**config.mk**
```make
export PLATFORM = sky130hd
export DESIGN_NAME = data_mem_responder_flat
export DESIGN_NICKNAME = d
export VERILOG_FILES = /design/src/rtl/data_mem_responder_if.sv /design/src/rtl/data_mem_responder.sv /design/src/flat_wrapper.sv
export SDC_FILE = /design/constraint.sdc
export NUM_CORES = 1
export LEC_CHECK = 0
export BUFFER_PORTS_ARGS = -buffer_cell sky130_fd_sc_hd__buf_4
export CORE_MARGIN = 2
export CORE_UTILIZATION = 30
export CTS_CLUSTER_DIAMETER = 200
export DETAILED_ROUTE_END_ITERATION = 10
export SKIP_LAST_GASP = 1
export SYNTH_ARGS = -nofsm -noshare
export SYNTH_HDL_FRONTEND = slang
export SYNTH_SLANG_ARGS = --single-unit
```
**constraint.sdc**
```tcl
create_clock -name clk -period 4.8 [get_ports clk]
set_clock_uncertainty 0.1 [all_clocks]
set_input_delay 0.72 -clock clk [delete_from_list [all_inputs] [get_ports clk]]
set_output_delay 0.72 -clock clk [all_outputs]
set_load 0.02 [all_outputs]
```
**src/rtl/data_mem_responder_if.sv**
```systemverilog
// Request/acknowledge bus between an initiator and data_mem_responder.
interface data_mem_responder_if #(
  parameter int DATA_W = 8,
  parameter int ADDR_W = 4
);
  logic              req;
  logic              we;
  logic [ADDR_W-1:0] addr;
  logic [DATA_W-1:0] wdata;
  logic              ack;
  logic              err;
  logic [DATA_W-1:0] rdata;

  modport master (output req, we, addr, wdata, input ack, err, rdata);
  modport slave  (input req, we, addr, wdata, output ack, err, rdata);
endinterface

```
**src/rtl/data_mem_responder.sv**
```systemverilog
// Small word memory answering req with a one-cycle ack; err flags out-of-range addresses.
// Define MEM_WAIT_EN to insert WAIT_CYCLES wait states before each response.
module data_mem_responder #(
  parameter int DATA_W      = 8,
  parameter int ADDR_W      = 4,
  parameter int DEPTH       = 12,
  parameter int WAIT_CYCLES = 2
) (
  input  logic           clk,
  input  logic           reset,
  data_mem_responder_if.slave bus
);

  // state | meaning
  // IDLE  | waiting for req; request fields latched on acceptance
  // WAIT  | wait-state countdown (MEM_WAIT_EN builds only)
  // RESP  | memory access; ack/err/rdata registered on the edge leaving it

`ifdef MEM_WAIT_EN
  typedef enum logic [1:0] {IDLE = 2'd0, WAIT = 2'd1, RESP = 2'd2} state_t;
`else
  typedef enum logic [0:0] {IDLE = 1'b0, RESP = 1'b1} state_t;
`endif

  if (DEPTH < 1 || DEPTH > (1 << ADDR_W)) begin : g_bad_depth
    $error("DEPTH must be in 1..2**ADDR_W");
  end
  if (WAIT_CYCLES < 1 || WAIT_CYCLES > 15) begin : g_bad_wait
    $error("WAIT_CYCLES must be in 1..15");
  end

  localparam logic [ADDR_W:0] DEPTH_LIM = (ADDR_W+1)'(DEPTH);

  state_t            state_q, state_d;
  logic              accept;
  logic              we_q;
  logic [ADDR_W-1:0] addr_q;
  logic [DATA_W-1:0] wdata_q;
  logic              ack_q, err_q;
  logic [DATA_W-1:0] rdata_q;
  logic [DATA_W-1:0] mem [DEPTH];
  logic              in_range;

`ifdef MEM_WAIT_EN
  localparam logic [3:0] WAIT_LOAD = 4'(WAIT_CYCLES - 1);
  logic [3:0] cnt_q;
`endif

  assign in_range = ({1'b0, addr_q} < DEPTH_LIM);

  always_comb begin
    state_d = state_q;
    accept  = 1'b0;
    case (state_q)
      IDLE: begin
        if (bus.req) begin
          accept = 1'b1;
`ifdef MEM_WAIT_EN
          state_d = WAIT;
`else
          state_d = RESP;
`endif
        end
      end
`ifdef MEM_WAIT_EN
      WAIT: begin
        // req is deliberately ignored here: a dropped req never aborts
        if (cnt_q == 4'd0) state_d = RESP;
      end
`endif
      RESP:    state_d = IDLE;
      default: state_d = IDLE;
    endcase
  end

  always_ff @(posedge clk) begin
    if (!reset) begin
      state_q <= IDLE;
      ack_q   <= 1'b0;
      err_q   <= 1'b0;
      rdata_q <= '0;
      we_q    <= 1'b0;
      addr_q  <= '0;
      wdata_q <= '0;
`ifdef MEM_WAIT_EN
      cnt_q   <= 4'd0;
`endif
      for (int i = 0; i < DEPTH; i++) mem[i] <= '0;
    end else begin
      state_q <= state_d;
      ack_q   <= 1'b0;
      err_q   <= 1'b0;
      if (accept) begin
        we_q    <= bus.we;
        addr_q  <= bus.addr;
        wdata_q <= bus.wdata;
      end
`ifdef MEM_WAIT_EN
      if (accept) cnt_q <= WAIT_LOAD;
      else if (state_q == WAIT && cnt_q != 4'd0) cnt_q <= cnt_q - 4'd1;
`endif
      if (state_q == RESP) begin
        ack_q <= 1'b1;
        err_q <= !in_range;
        if (we_q) begin
          if (in_range) mem[addr_q] <= wdata_q;
        end else begin
          rdata_q <= in_range ? mem[addr_q] : '0;
        end
      end
    end
  end

  assign bus.ack   = ack_q;
  assign bus.err   = err_q;
  assign bus.rdata = rdata_q;

endmodule

```
**src/flat_wrapper.sv**
```systemverilog
// flat-port wrapper written by rule: the top's interface ports become plain ports
module data_mem_responder_flat 
#(
  parameter int DATA_W      = 8,
  parameter int ADDR_W      = 4,
  parameter int DEPTH       = 12,
  parameter int WAIT_CYCLES = 2
)
  (clk, reset, bus_req, bus_we, bus_addr, bus_wdata, bus_ack, bus_err, bus_rdata);
  data_mem_responder_if #(.DATA_W(DATA_W), .ADDR_W(ADDR_W)) bus_i ();
  input  logic clk;
  input  logic reset;
  input wire logic [$bits(bus_i.req)-1:0] bus_req;
  input wire logic [$bits(bus_i.we)-1:0] bus_we;
  input wire logic [$bits(bus_i.addr)-1:0] bus_addr;
  input wire logic [$bits(bus_i.wdata)-1:0] bus_wdata;
  output wire logic [$bits(bus_i.ack)-1:0] bus_ack;
  output wire logic [$bits(bus_i.err)-1:0] bus_err;
  output wire logic [$bits(bus_i.rdata)-1:0] bus_rdata;
  assign bus_i.req = bus_req;
  assign bus_i.we = bus_we;
  assign bus_i.addr = bus_addr;
  assign bus_i.wdata = bus_wdata;
  assign bus_ack = bus_i.ack;
  assign bus_err = bus_i.err;
  assign bus_rdata = bus_i.rdata;
  data_mem_responder #(.DATA_W(DATA_W), .ADDR_W(ADDR_W), .DEPTH(DEPTH), .WAIT_CYCLES(WAIT_CYCLES)) u_core (.clk(clk), .reset(reset), .bus(bus_i));
endmodule
```
==> qor.csv <==
metric,value,unit
run_status,finished clean,
cellLeakagePower,0.00275,uW
clkLatencyLatePin,420,ps
final.period_utilization,56.4,%
drt_pass_1_iters,4,
hold-worst-slack,407,ps
power.combinational.fraction,4.9,%
die_width,152,um
post_synth_most_frequent_cells,"sky130_fd_sc_hd__edfxtp_1 (128), sky130_fd_sc_hd__and2_1 (98), sky130_fd_sc_hd__mux2i_1 (32)",
cpPeakStageDelay,950,ps
detail_route.wirelength,14000,um
synth_area_leaders,"sky130_fd_sc_hd__edfxtp_1 (58%), sky130_fd_sc_hd__and2_1 (9.3%), sky130_fd_sc_hd__dfxtp_1 (8.5%)",
critPathCaptureType,flip-flop,
pin_count_of_the_biggest_net_entering_global_routing,34,
power.density,387,nW/um^2
post_cts_hold_buffer_count,0,
intPower,2340,uW
placed_area,7140,sq um
power.clock.fraction,41.8,%
grt_pass1_wl,21600,um
hpwlAfterDp,9490,um
clock-sinks,156,
synth-simple-area-share,14.0,%
cp_max_fo,30,
number_of_fill_cells_in_the_layout,2055,
setup_total_negative_slack,0,ps
compound_gate_portion_of_the_synthesized_area,5.08,%
sw_frac_of_total,21.5,%
largest_family_of_logic_cells_by_synthesized_area,simple AND/OR/NAND/NOR gates,
post_synth_xor_area_fraction,0,%
yosys_warnings,0,
seqPwrFrac,53.2,%
clock_buffers_created_by_tritoncts,17,
routed_via_density,4.63,
cts_max_level,4,
synth_enable_flop_cells,128,
p_sw,641,uW
area_of_the_multi_input_gates,2180,sq um
clock_tree_from_tritoncts,done,
yosysMostFrequentCell,sky130_fd_sc_hd__edfxtp_1,
worstSetupStartpointType,input port,
die_h,152,um
cts_max_path_buffers,2,
die_area,23200,sq um
final_max_slew_viol_count,0,
root_buffer,sky130_fd_sc_hd__clkbuf_16,
post_place_worst_slack,1660,ps
cts.clk_slew.worst_paths,60,ps
cts_repair_resize_count,0,
cp.required,4730,ps
slew_headroom,19.9,%
number_of_antenna_violations_at_the_first_check_in_global_routing,0,
grt_setup_unrepaired,false,
setup_violations,0,
gr-usage-all-layers,12.5,%
final_layout_size_suffix_gt1_share,15.7,%
finalWorstSetupSlack,2090,ps
synth_ff_type,sky130_fd_sc_hd__edfxtp_1,
antenna_violating_nets_post_route,0,
post-synth-top-area-cell,sky130_fd_sc_hd__edfxtp_1,
postCtsSetupBuffers,0,
drc_errors,0,
crit_path_top_delay_cell,sky130_fd_sc_hd__o21ai_0,
path_delay_family,compound AO/OA/AOI/OAI gates,
syn-mean-instance-area,14.8,sq um
register_area,4410,sq um
synth.top_cell.area_share,58.2,%
dr.first_iter.drc_count,241,
synth_sequential_area_ratio,66.7,%
synthMuxAreaShare,12.1,%
syn_inst,446,
finish.instance_area,7700,sq um
critical_path_class,in2reg,
num_rows,54,
hold_viol_final,0,
final_nets,512,
synth.distinct_cells,28,
num_antenna_cells,0,
max_cap_viol_count,0,
grt_remaining_overflow,0,
initial_utilization,30.4,%
route.vias.total,3650,
worst_pin_slew,1190,ps
layout_min_cycle_time,2710,ps
io_pins,26,
crit_chain,"buf_4, nand2_1, or4b_4, o21ai_0",
synthToLayoutAreaGrowth,16.6,%
vdd.ir_drop.worst,267,uV
synth_adder_area_share,0,%
critPathArrivalTime,2630,ps
buffer_ports.inserted,25,
highest_attainable_clock_frequency,0.370,GHz
first_global_vias,3800,
hold_class,reg2reg,
wl_per_cell,17.8,um
core-area,21700,sq um
synth_async_sr_flop_share,0,%
globalplace.congestion,0.813,
yosys_register_bits,156,
crit_buf_inv,1,
synthesis.area,6600,sq um
## area by class of cell
class | count | share of cell area, %
timing repair buffer | 27 | 2.63
clock inverter | 6 | 0.439
tap | 280 | 4.55
inverter | 1 | 0.0488
sequential | 156 | 57.2
multi-input combinational | 293 | 28.3
clock buffer | 26 | 6.78
## through the flow
stage	std cells	total power (uW)	utilization, %
floorplan	477	1690	-
global placement	757	1760	32.9
detailed placement	757	1760	32.9
CTS	789	3000	35.5
global route	789	3070	35.5
finish	789	2980	35.5
## sequential cells by signal, indices dropped and copies added (netlist names), named ones only
register and flops:
u_core.mem 128, u_core.bus.rdata 8, u_core.wdata_q 8, u_core.addr_q 4, u_core.bus.ack 1, u_core.bus.err 1, u_core.state_q 1, u_core.we_q 1
## power groups by stage
| stage | logic (uW) | clock network (uW) | registers [uW] |
|---|---|---|---|
| after floorplan | 119 | 0 | 1570 |
| after global placement | 144 | 0 | 1610 |
| after detailed placement | 147 | 0 | 1620 |
| after CTS | 148 | 1270 | 1590 |
| after global routing | 161 | 1320 | 1590 |
| final | 147 | 1250 | 1590 |
## worst reg2reg max path: cells and delay by family, from the launching register on
| kind | cells | cell delay (ps) |
|---|---|---|
| muxes | 2 | 810 |
| DFF | 1 | 1050 |
| buffers and inverters | 1 | 390 |
| AOI/OAI and AO/OA | 1 | 100 |
## cells in the final DEF, fill, tap and decap left out, types with 13 or more instances in the layout
cell type,n
sky130_fd_sc_hd__a22oi_1,14
sky130_fd_sc_hd__clkbuf_16,19
sky130_fd_sc_hd__nand2_1,28
sky130_fd_sc_hd__mux4_2,18
sky130_fd_sc_hd__dfxtp_1,27
sky130_fd_sc_hd__conb_1,32
sky130_fd_sc_hd__mux2i_1,32
sky130_fd_sc_hd__and2_1,98
sky130_fd_sc_hd__o21ai_0,14
sky130_fd_sc_hd__buf_4,27
sky130_fd_sc_hd__a21boi_0,13
sky130_fd_sc_hd__edfxtp_1,128
## layer usage
| metal | routed length [um] | track usage [%] | part of all wire [%] | vias up |
|---|---|---|---|---|
| met3 | 928 | 3.24 | 6.6 | 27 |
| met4 | 325 | 5.43 | 2.3 | 0 |
| met2 | 6510 | 19.9 | 46 | 117 |
| met1 | 6270 | 16.2 | 45 | 1785 |
| li1 | - | - | - | 1721 |
| met5 | 0 | 0 | 0 | - |
## logic make-up (layout without fill, tap and decap cells)
kind of cell,after synthesis,count (layout)
other,1,32
buffers and inverters,28,60
muxes,54,54
DFF,156,156
and+or+nand+nor,158,158
AOI/OAI and AO/OA,49,49
## final timing paths
check,startpoint,to,slack [ps],cells after the start
max,reset,u_core.mem[4][4],2090,4
min,u_core.bus.rdata[1],u_core.bus.rdata[1],410,2
max reg2reg,flip-flop,u_core.bus.rdata[0],2220,4
min reg2reg,u_core.bus.rdata[1],u_core.bus.rdata[1],410,2
No activity file was read; power rests on OpenSTA's default activity.
